## src/rtl/uart_fifo_bridge_pkg.sv

```systemverilog
// uart_fifo_bridge_pkg
//   Shared definitions for the buffered uart front-end: FSM state encodings,
//   CPU status bit positions and uart core status bit positions.
package uart_fifo_bridge_pkg;

    typedef enum logic [1:0] {
        S_STAT = 2'd0,
        S_DEC  = 2'd1,
        S_RXRD = 2'd2,
        S_TXWR = 2'd3
    } state_t;

    // CPU-visible status register (a0 = 0) bit positions
    localparam int ST_RX_AVAIL = 0;
    localparam int ST_TX_FULL  = 1;
    localparam int ST_RX_OVR   = 2;
    localparam int ST_TX_DROP  = 3;

    // uart core status bit positions (u_dout when u_a0 = 0)
    localparam int CORE_RXFULL = 0;
    localparam int CORE_TXBUSY = 1;

endpackage

```

## src/rtl/uart_fifo_bridge_sync_fifo.sv

```systemverilog
// sync_fifo
//   Single-clock FIFO with a combinational head output.
//   Push while full and pop while empty are ignored. A simultaneous push and
//   pop both take effect and leave the count unchanged.
// Ports:
//   clk, reset   clock, synchronous active-low reset
//   push_i       write wdata_i this cycle
//   pop_i        discard the head this cycle
//   wdata_i      write data
//   rdata_o      head entry (valid when not empty)
//   empty_o      no entries
//   full_o       2^DEPTH_LOG2 entries
//   count_o      number of entries, DEPTH_LOG2+1 bits
module sync_fifo #(
    parameter int WIDTH      = 8,
    parameter int DEPTH_LOG2 = 4
) (
    input  logic                  clk,
    input  logic                  reset,
    input  logic                  push_i,
    input  logic                  pop_i,
    input  logic [WIDTH-1:0]      wdata_i,
    output logic [WIDTH-1:0]      rdata_o,
    output logic                  empty_o,
    output logic                  full_o,
    output logic [DEPTH_LOG2:0]   count_o
);

    localparam int DEPTH = 1 << DEPTH_LOG2;
    localparam logic [DEPTH_LOG2:0] FULL_CNT = {1'b1, {DEPTH_LOG2{1'b0}}};

    logic [WIDTH-1:0]      mem_q [DEPTH];
    logic [DEPTH_LOG2-1:0] wr_ptr_q, wr_ptr_d;
    logic [DEPTH_LOG2-1:0] rd_ptr_q, rd_ptr_d;
    logic [DEPTH_LOG2:0]   count_q, count_d;
    logic                  do_push, do_pop;

    assign empty_o = (count_q == '0);
    assign full_o  = (count_q == FULL_CNT);
    assign count_o = count_q;
    assign rdata_o = mem_q[rd_ptr_q];

    // Fullness is judged on the current count, so a push while full is
    // dropped even if a pop happens in the same cycle.
    assign do_push = push_i & ~full_o;
    assign do_pop  = pop_i & ~empty_o;

    always_comb begin
        wr_ptr_d = wr_ptr_q;
        rd_ptr_d = rd_ptr_q;
        count_d  = count_q;
        if (do_push) wr_ptr_d = wr_ptr_q + DEPTH_LOG2'(1);
        if (do_pop)  rd_ptr_d = rd_ptr_q + DEPTH_LOG2'(1);
        case ({do_push, do_pop})
            2'b10:   count_d = count_q + (DEPTH_LOG2+1)'(1);
            2'b01:   count_d = count_q - (DEPTH_LOG2+1)'(1);
            default: count_d = count_q;
        endcase
    end

    always_ff @(posedge clk) begin
        if (!reset) begin
            wr_ptr_q <= '0;
            rd_ptr_q <= '0;
            count_q  <= '0;
        end else begin
            wr_ptr_q <= wr_ptr_d;
            rd_ptr_q <= rd_ptr_d;
            count_q  <= count_d;
        end
    end

    always_ff @(posedge clk) begin
        if (do_push) mem_q[wr_ptr_q] <= wdata_i;
    end

endmodule

```

## src/rtl/uart_fifo_bridge.sv

```systemverilog
// uart_fifo_bridge
//   Buffered front-end between the CPU bus and the single-byte uart core.
//   The CPU sees the core's two-address window (a0=0 status, a0=1 data)
//   backed by a TX FIFO and an RX FIFO; a polling FSM is the sole master of
//   the core register port.
// Ports:
//   clk, reset          clock, synchronous active-low reset
//   cs, rnw, a0, din    CPU access (one push/pop per rising edge of cs)
//   dout                CPU read data, combinational
//   u_cs, u_rnw, u_a0   core register port controls (registered)
//   u_din               core write data (registered)
//   u_dout              core read data: status or rx byte
//
// FSM states
//   state  | meaning
//   S_STAT | read core status, latch {tx_busy, rx_full} into st
//   S_DEC  | decide on latched status: RX first, then TX, else poll again
//   S_RXRD | read rx byte from core, push into RX FIFO (drop if full)
//   S_TXWR | write TX FIFO head to core, pop TX FIFO
module uart_fifo_bridge
    import uart_fifo_bridge_pkg::*;
#(
    parameter int DEPTH_LOG2 = 4
) (
    input  logic       clk,
    input  logic       reset,
    input  logic       cs,
    input  logic       rnw,
    input  logic       a0,
    input  logic [7:0] din,
    output logic [7:0] dout,
    output logic       u_cs,
    output logic       u_rnw,
    output logic       u_a0,
    output logic [7:0] u_din,
    input  logic [7:0] u_dout
);

    localparam logic [DEPTH_LOG2:0] FULL_CNT = {1'b1, {DEPTH_LOG2{1'b0}}};

    state_t              state_q;
    logic [1:0]          st_q;
    logic                cs_q;
    logic                rx_ovr_q, tx_drop_q;
    logic                u_cs_q, u_rnw_q, u_a0_q;
    logic [7:0]          u_din_q;

    logic                acc;
    logic                tx_push, tx_pop, rx_push, rx_pop;
    logic [7:0]          tx_rdata, rx_rdata;
    logic                tx_empty, tx_full, rx_empty, rx_full;
    logic [DEPTH_LOG2:0] tx_count, rx_count;
    logic [7:0]          status;

    assign acc = cs & ~cs_q;

    assign tx_push = acc & ~rnw & a0 & ~tx_full;
    assign rx_pop  = acc &  rnw & a0 & ~rx_empty;
    assign rx_push = (state_q == S_RXRD) & ~rx_full;
    assign tx_pop  = (state_q == S_TXWR);

    sync_fifo #(.WIDTH(8), .DEPTH_LOG2(DEPTH_LOG2)) u_tx_fifo (
        .clk     (clk),
        .reset   (reset),
        .push_i  (tx_push),
        .pop_i   (tx_pop),
        .wdata_i (din),
        .rdata_o (tx_rdata),
        .empty_o (tx_empty),
        .full_o  (tx_full),
        .count_o (tx_count)
    );

    sync_fifo #(.WIDTH(8), .DEPTH_LOG2(DEPTH_LOG2)) u_rx_fifo (
        .clk     (clk),
        .reset   (reset),
        .push_i  (rx_push),
        .pop_i   (rx_pop),
        .wdata_i (u_dout),
        .rdata_o (rx_rdata),
        .empty_o (rx_empty),
        .full_o  (rx_full),
        .count_o (rx_count)
    );

    always_comb begin
        status              = 8'h00;
        status[ST_RX_AVAIL] = (rx_count != '0);
        status[ST_TX_FULL]  = (tx_count == FULL_CNT);
        status[ST_RX_OVR]   = rx_ovr_q;
        status[ST_TX_DROP]  = tx_drop_q;
        if (a0) dout = rx_empty ? 8'h00 : rx_rdata;
        else    dout = status;
    end

    // Sticky error flags; a set in the same cycle as a CPU clear wins so
    // the event is not lost.
    always_ff @(posedge clk) begin
        if (!reset) begin
            cs_q      <= 1'b0;
            rx_ovr_q  <= 1'b0;
            tx_drop_q <= 1'b0;
        end else begin
            cs_q <= cs;
            if (acc && !rnw && !a0) begin
                rx_ovr_q  <= 1'b0;
                tx_drop_q <= 1'b0;
            end
            if ((state_q == S_RXRD) && rx_full) rx_ovr_q  <= 1'b1;
            if (acc && !rnw && a0 && tx_full)    tx_drop_q <= 1'b1;
        end
    end

    // Outputs are loaded on entry to a state so they hold for that state's
    // whole cycle; the core samples on both edges.
    always_ff @(posedge clk) begin
        if (!reset) begin
            state_q <= S_STAT;
            st_q    <= 2'b00;
            u_cs_q  <= 1'b0;
            u_rnw_q <= 1'b1;
            u_a0_q  <= 1'b0;
            u_din_q <= 8'h00;
        end else begin
            case (state_q)
                S_STAT: begin
                    st_q    <= u_dout[1:0];
                    state_q <= S_DEC;
                end
                S_DEC: begin
                    if (st_q[CORE_RXFULL]) begin
                        state_q <= S_RXRD;
                        u_cs_q  <= 1'b1;
                        u_a0_q  <= 1'b1;
                        u_rnw_q <= 1'b1;
                    end else if (!st_q[CORE_TXBUSY] && !tx_empty) begin
                        state_q <= S_TXWR;
                        u_cs_q  <= 1'b1;
                        u_a0_q  <= 1'b1;
                        u_rnw_q <= 1'b0;
                        u_din_q <= tx_rdata;
                    end else begin
                        state_q <= S_STAT;
                    end
                end
                S_RXRD, S_TXWR: begin
                    state_q <= S_STAT;
                    u_cs_q  <= 1'b0;
                    u_a0_q  <= 1'b0;
                    u_rnw_q <= 1'b1;
                end
            endcase
        end
    end

    assign u_cs  = u_cs_q;
    assign u_rnw = u_rnw_q;
    assign u_a0  = u_a0_q;
    assign u_din = u_din_q;

endmodule

```

## config.mk

```make
export PLATFORM = sky130hd
export DESIGN_NAME = uart_fifo_bridge
export DESIGN_NICKNAME = d
export VERILOG_FILES = /design/src/rtl/uart_fifo_bridge_pkg.sv /design/src/rtl/uart_fifo_bridge_sync_fifo.sv /design/src/rtl/uart_fifo_bridge.sv
export SDC_FILE = /design/constraint.sdc
export NUM_CORES = 1
export LEC_CHECK = 0
export BUFFER_PORTS_ARGS = -buffer_cell sky130_fd_sc_hd__buf_2
export CAP_MARGIN = 0
export CORE_UTILIZATION = 35
export DETAILED_ROUTE_END_ITERATION = 7
export GPL_TIMING_DRIVEN = 0
export PLACE_DENSITY = 0.52
export REMOVE_ABC_BUFFERS = 1
export SLEW_MARGIN = 20
export SYNTH_ARGS = -nofsm -noshare
export SYNTH_HDL_FRONTEND = slang
export SYNTH_SLANG_ARGS = --single-unit
```

## constraint.sdc

```tcl
create_clock -name clk -period 7.97 [get_ports clk]
set_input_delay 0 -clock clk [delete_from_list [all_inputs] [get_ports clk]]
set_output_delay 0 -clock clk [all_outputs]
set_load 0.03 [all_outputs]
```

### Word level (Yosys, flattened, before mapping)

Memory sizes are Yosys's and may differ from the RTL's. A register that Yosys moved wholly into a read port is not among the register bits.
Cells that the tools add are included.

* bits in registers: 35
* bits in writable memories: 256
* output and inout bits: 19
* logic and storage cells: 97
* memories: 2

* add/sub/neg operators: 8
* equality and inequality tests: 10
* multiplexer cells: 22
* bitwise logic cells: 19
* reduce and logical (&&, ||, !) cells: 23

Memories
* u_rx_fifo.mem_q: words 16, bits a word 8, rd ports 1, clocked after Yosys merged registers in 1, wr ports 1, RTL line uart_fifo_bridge_sync_fifo.sv:32 `logic [WIDTH-1:0] mem_q [DEPTH];`
* u_tx_fifo.mem_q: words 16, bits a word 8, rd ports 1, clocked after Yosys merged registers in 1, wr ports 1, RTL line uart_fifo_bridge_sync_fifo.sv:32

Operator list (number)
* case mux 5 bit (2 select lines): 2
* adder 4 x 1 -> 4 bit (second input constant): 4
* 2-to-1 mux 8 bit: 2
* AND 1 bit: 12
* 2-to-1 mux 1 bit: 11
* adder 5 x 1 -> 5 bit (second input constant): 2
* equality test 5 bit (second input constant): 2
* logical NOT 5 bit: 2
* nonzero test 2 bit: 5
* subtractor 5 x 1 -> 5 bit (second input constant): 2
* equality test 2 bit (second input constant): 4
* 2-to-1 mux 4 bit: 2
* NOT 1 bit: 7
* equality test 2 x 1 -> 1 bit (second input constant): 3
* logical AND 1 bit: 6
* case mux 2 bit (3 select lines): 1
* logical NOT 1 bit: 5
* nonzero test 5 bit: 1
* 2-to-1 mux 2 bit: 2
* case mux 1 bit (2 select lines): 2
* inequality test 3 bit (second input constant): 1
* AND reduction 3 bit: 1
* logical NOT 2 bit: 1
* AND reduction 2 bit: 1
* OR reduction 2 bit: 1

### Depth between registers and ports, before layout

* depth in word-level cells: 8
* gate-level depth with buffers: 13
* gate-level depth less buffers: 11

### Hierarchy

From an unflattened synthesis, not the netlist that was laid out.

* cells, all modules: 757
* area, all modules: 12658.4 µm²

Modules (own cells, without submodules)
* sync_fifo: times used 2, cells an instance 331, area an instance 5931.9 µm²
* uart_fifo_bridge: times used 1, cells an instance 95, area an instance 794.5 µm²

### Worst setup path after synthesis

Ideal clock, no wire load.

* path kind: register to register
* start point: register u_tx_fifo.count_q[1] (netlist: u_tx_fifo.count_o[1])
* end point: register u_tx_fifo.count_q[4] (netlist: u_tx_fifo.count_o[4])
* setup time: 128 ps
* arrival time: 2631 ps
* slack: 5212 ps
* stages on the path, launching flop included: 14
* path through: dfxtp_1 > buf_2 > nor4_4 > a2111oi_4 > inv_1 > ha_1 > clkbuf_1 > xor2_1 > ha_1 > a21boi_0 > o211ai_1 > a311oi_1 > xnor2_1 > nor2_1

* cells in the longest elaborated chain, start to end: 6
* elaborated cells between the ends (all ways): 13
* classes of those cells: add/sub: 2; eq/ne: 3; mux: 1; bitwise: 5; reduce/logical: 2

RTL lines
* start, declared: RTL line uart_fifo_bridge_sync_fifo.sv:35 `logic [DEPTH_LOG2:0] count_q, count_d;`
* start signal, assigned: RTL line uart_fifo_bridge_sync_fifo.sv:69 `count_q <= count_d;`
* equality test 5 bit: RTL line uart_fifo_bridge_sync_fifo.sv:39 `assign full_o = (count_q == FULL_CNT);`
* NOT 1 bit: RTL line uart_fifo_bridge_sync_fifo.sv:45, uart_fifo_bridge.sv:57
* AND 1 bit: RTL line uart_fifo_bridge.sv:57 `assign tx_push = acc & ~rnw & a0 & ~tx_full;`
* AND 1 bit: RTL line uart_fifo_bridge_sync_fifo.sv:45 `assign do_push = push_i & ~full_o;`
* equality test 2 x 1 -> 1 bit / equality test 2 bit (equally long branches): RTL line uart_fifo_bridge_sync_fifo.sv:54 `case ({do_push, do_pop})`
* case mux 5 bit (2 select lines) / nonzero test 2 bit (equally long branches)

Parallel ways exist; a longest one is shown, timed or not.
A chain may end at the register's enable or synchronous reset.

### Worst setup path after layout

Same ends and word-level chain as after synthesis.

==> report_table.html <==
<table>
<tr><th>Metric</th><th>Value</th></tr>
<tr><th colspan="2">Global routing</th></tr>
<tr><td>Largest net degree at the start of global routing</td><td>36</td></tr>
<tr><td>First-pass GRT wire length</td><td>37200 um</td></tr>
<tr><td>Met1 capacity usage during global routing</td><td>0.177</td></tr>
<tr><td>Vias in the first global route</td><td>6390</td></tr>
<tr><td>Global Route met2 Usage</td><td>0.238</td></tr>
<tr><td>Number of antenna violations at the first check in global routing</td><td>0</td></tr>
<tr><td>Most heavily used metal layer in global routing</td><td>met2</td></tr>
<tr><td>Total gr overflow</td><td>0</td></tr>
<tr><td>Met3 layer usage reported by global route</td><td>0.0222</td></tr>
<tr><td>Total routing resource utilization after global routing</td><td>0.137</td></tr>
<tr><th colspan="2">Finish</th></tr>
<tr><td>Most frequent standard cell in the layout excluding fill and tap cells</td><td>edfxtp_1</td></tr>
<tr><td>ANT cells</td><td>0</td></tr>
<tr><td>Share of post-route cells with drive strength above 1</td><td>0.255</td></tr>
<tr><td>Leading cell types in the layout, fill and taps excluded</td><td>edfxtp_1 (256), mux4_2 (79), nor2_1 (57)</td></tr>
<tr><td>Number of nets at the end of the flow</td><td>778</td></tr>
<tr><td>Post-synthesis to final-layout area growth</td><td>16.6%</td></tr>
<tr><th colspan="2">Drt</th></tr>
<tr><td>Number of nets still failing antenna checks after routing</td><td>0</td></tr>
<tr><td>First-pass iteration count of the detailed router</td><td>4</td></tr>
<tr><td>Detailed-route wire length per cell</td><td>19.2 um</td></tr>
<tr><td>Detailed-route via count</td><td>6007</td></tr>
<tr><td>Number of design-rule violations left by the first detailed-router iteration</td><td>373</td></tr>
<tr><td>Via density per instance</td><td>4.92</td></tr>
<tr><td>Drt total wl</td><td>23400 um</td></tr>
<tr><td>Residual DRC</td><td>0</td></tr>
<tr><th colspan="2">Critical path</th></tr>
<tr><td>CP Capture Type</td><td>register</td></tr>
<tr><td>Worst endpoint required time</td><td>8.33 ns</td></tr>
<tr><td>Register-to-register setup slack</td><td>4.65 ns</td></tr>
<tr><td>Data arrival time of the critical path</td><td>3.68 ns</td></tr>
<tr><td>Critical path startpoint category</td><td>register</td></tr>
<tr><td>Largest fanout of any net on the critical path</td><td>9</td></tr>
<tr><td>Critical path class</td><td>register to register</td></tr>
<tr><th colspan="2">STA</th></tr>
<tr><td>Total negative slack</td><td>0 ns</td></tr>
<tr><td>Number of failing hold endpoints at the final stage</td><td>0</td></tr>
<tr><td>Headroom to the max-slew limit</td><td>0.335</td></tr>
<tr><td>Max-slew violation count</td><td>0</td></tr>
<tr><td>Fin worst setup slack</td><td>4.65 ns</td></tr>
<tr><td>Final period utilization</td><td>0.416</td></tr>
<tr><td>Tmin final</td><td>3.32 ns</td></tr>
<tr><td>Setup violation total in the final timing report</td><td>0</td></tr>
<tr><td>Clock Skew</td><td>0.0129 ns</td></tr>
<tr><td>Setup repair after global routing missed its margin</td><td>false</td></tr>
<tr><td>Slew at the pin with the worst max-slew slack</td><td>0.991 ns</td></tr>
<tr><td>Fmax achieved</td><td>301 MHz</td></tr>
<tr><th colspan="2">Synth</th></tr>
<tr><td>Predominant post-synthesis flop cell</td><td>edfxtp_1</td></tr>
<tr><td>Cell area after technology mapping</td><td>12200 sq um</td></tr>
<tr><td>Sequential fraction of the synthesis area</td><td>0.707</td></tr>
<tr><td>Cell type contributing the most total cell area after synthesis</td><td>edfxtp_1</td></tr>
<tr><td>Share of async-settable or async-resettable flops after synthesis</td><td>0</td></tr>
<tr><td>Yosys cell types</td><td>52</td></tr>
<tr><td>Post-synth top area share</td><td>0.630</td></tr>
<tr><td>Top post-synthesis cells by area</td><td>edfxtp_1 (63%), mux4_2 (15%), dfxtp_1 (7.7%)</td></tr>
<tr><td>Mean area per synthesized cell</td><td>18.2 sq um</td></tr>
<tr><td>Number of enable flip-flop cells after synthesis</td><td>256</td></tr>
<tr><td>Mapped Cells</td><td>670</td></tr>
<tr><td>Total number of yosys warnings</td><td>0</td></tr>
<tr><td>Register bit total from synthesis</td><td>303</td></tr>
<tr><th colspan="2">Pwr</th></tr>
<tr><td>Total power per unit cell area</td><td>231 nW/um^2</td></tr>
<tr><td>Maximum resistive drop on vdd</td><td>0.174 mV</td></tr>
<tr><td>Leakage Power</td><td>4.60 nW</td></tr>
<tr><th colspan="2">Clock network</th></tr>
<tr><td>Post-CTS Setup Repair Bufs</td><td>0</td></tr>
<tr><td>Clock-pin transition on the worst setup and hold timing paths</td><td>0.06 ns</td></tr>
<tr><td># H-tree levels</td><td>2</td></tr>
<tr><td>Clock net sink count</td><td>303</td></tr>
<tr><td>Number of clock buffers inserted by TritonCTS</td><td>34</td></tr>
<tr><td>Later-pin clock latency in the skew report</td><td>0.50 ns</td></tr>
<tr><td>Buffer levels on the longest clock path</td><td>3</td></tr>
<tr><td>CTS tree</td><td>yes</td></tr>
<tr><td>CTS root buffer</td><td>clkbuf_16</td></tr>
<tr><th colspan="2">Placed design</th></tr>
<tr><td>Count of buffers inserted at the top-level ports</td><td>39</td></tr>
<tr><td>HPWL after detailed placement</td><td>15500 um</td></tr>
<tr><td>Routability congestion estimate from global placement</td><td>0.769</td></tr>
<tr><td>Placement Setup Slack</td><td>4.69 ns</td></tr>
<tr><th colspan="2">Floorplan</th></tr>
<tr><td>Die footprint</td><td>35600 sq um</td></tr>
<tr><td>Die Y-Extent</td><td>189 um</td></tr>
<tr><td>Area of the core</td><td>34500 sq um</td></tr>
<tr><td>Effective utilization at floorplan</td><td>0.354</td></tr>
<tr><td>Row cnt</td><td>68</td></tr>
<tr><td>I/O pins</td><td>40</td></tr>
<tr><td>Floorplan die width</td><td>189 um</td></tr>
<tr><th colspan="2">Job</th></tr>
<tr><td>Maxcap violations</td><td>0</td></tr>
<tr><th colspan="2">Status</th></tr>
<tr><td>Result of the run</td><td>completed</td></tr>
<tr><th colspan="2">Min path</th></tr>
<tr><td>Class of the most critical hold timing path</td><td>input port to register</td></tr>
</table>
[power by group]
group          total (W)  internal [W]  switching, W
clock network    0.00149      0.000897      0.000596
logic          0.0000704     0.0000254     0.0000450
registers        0.00173       0.00172    0.00000607
[flip-flops by register name (all words and copies together) (netlist names), 4 cells and up, named ones only]
| register | count |
|---|---|
| u_tx_fifo.mem_q | 128 |
| u_din | 8 |
| u_rx_fifo.wr_ptr_q | 4 |
| u_tx_fifo.rd_ptr_q | 4 |
| u_rx_fifo.count_o | 5 |
| u_tx_fifo.count_o | 5 |
| u_tx_fifo.wr_ptr_q | 4 |
| u_rx_fifo.rd_ptr_q | 4 |
| u_rx_fifo.mem_q | 128 |
[metal layers]
layer  up-vias  part of all wire
met5         -                 0
met1      3081              0.43
met2       116              0.51
li1       2775                 -
met4         0             0.019
met3        35             0.038
[logic make-up (layout without fill, tap and decap cells)]
family | count (synthesis) | in the layout | share of synthesized area
XOR/XNOR | 20 | 20 | 0.0144
adder cells (fa/ha/maj) | 17 | 17 | 0.0174
AND/OR/NAND/NOR | 129 | 129 | 0.0528
multiplexers | 86 | 86 | 0.153
flip-flops | 303 | 303 | 0.707
buffers and inverters | 63 | 159 | 0.0248
AO/OA/AOI/OAI | 52 | 52 | 0.0306
[critical path, stage by stage, from the launching register on]
cell and delay, ns:
dfxtp_1 0.52, nor4_4 0.13, a2111oi_4 0.67, inv_1 0.14, ha_1 0.32, xor2_1 0.17, ha_1 0.23, a21boi_0 0.25
o211ai_1 0.13, a311oi_1 0.39, xnor2_1 0.17, nor2_1 0.06
[per-stage QoR]
step | area [sq um] | hold WS [ns] | power (W) | std cells | util
after floorplan | 12000 | 0.0989 | 0.00179 | 633 | -
after global placement | 12800 | 0.244 | 0.00182 | 1127 | 0.370
after detailed placement | 12900 | 0.257 | 0.00182 | 1137 | 0.375
after CTS | 14200 | 0.384 | 0.00333 | 1221 | 0.413
after global routing | 14200 | 0.411 | 0.00340 | 1221 | 0.413
final | 14200 | 0.406 | 0.00329 | 1221 | 0.413
[layout make-up]
cell class,instances,area [sq um]
clock buffers,49,947
fillers,3069,20200
flip-flops and latches,303,8640
clock inverters,13,133
repair buffers,71,531
well taps,455,569
inverters,26,97.6
multi-input cells,304,3310
[final timing paths]
check,cells past startpoint,from,to
setup / recovery,11,u_tx_fifo.count_o[1],u_tx_fifo.count_o[4]
hold / removal,3,reset,state_q[1]
setup reg to reg,11,u_tx_fifo.count_o[1],u_tx_fifo.count_o[4]
hold reg to reg,1,u_din[0],u_din[0]
[cell usage after synthesis, drive strengths merged, types with 2 or more instances]
master	count
nor2	57
mux4	80
nand4	4
clkbuf	17
o2bb2ai	9
nor3	9
o21ai	9
or3	4
nor2b	9
buf	20
o211ai	2
or3b	2
a21oi	18
nand3b	3
a21boi	2
inv	20
edfxtp	256
xor2	14
clkinv	6
nor3b	2
dfxtp	47
nand3	6
mux2i	6
nand2b	7
nor4	2
xnor2	6
nand2	20
ha	17
[what timing repair did]
| item | CTS | global route |
|---|---|---|
| hold buffers | 22 | 0 |
| resized for setup | 0 | 0 |
| endpoints found under the hold margin | 269 | 0 |
Power figures use the tool's default switching activity.
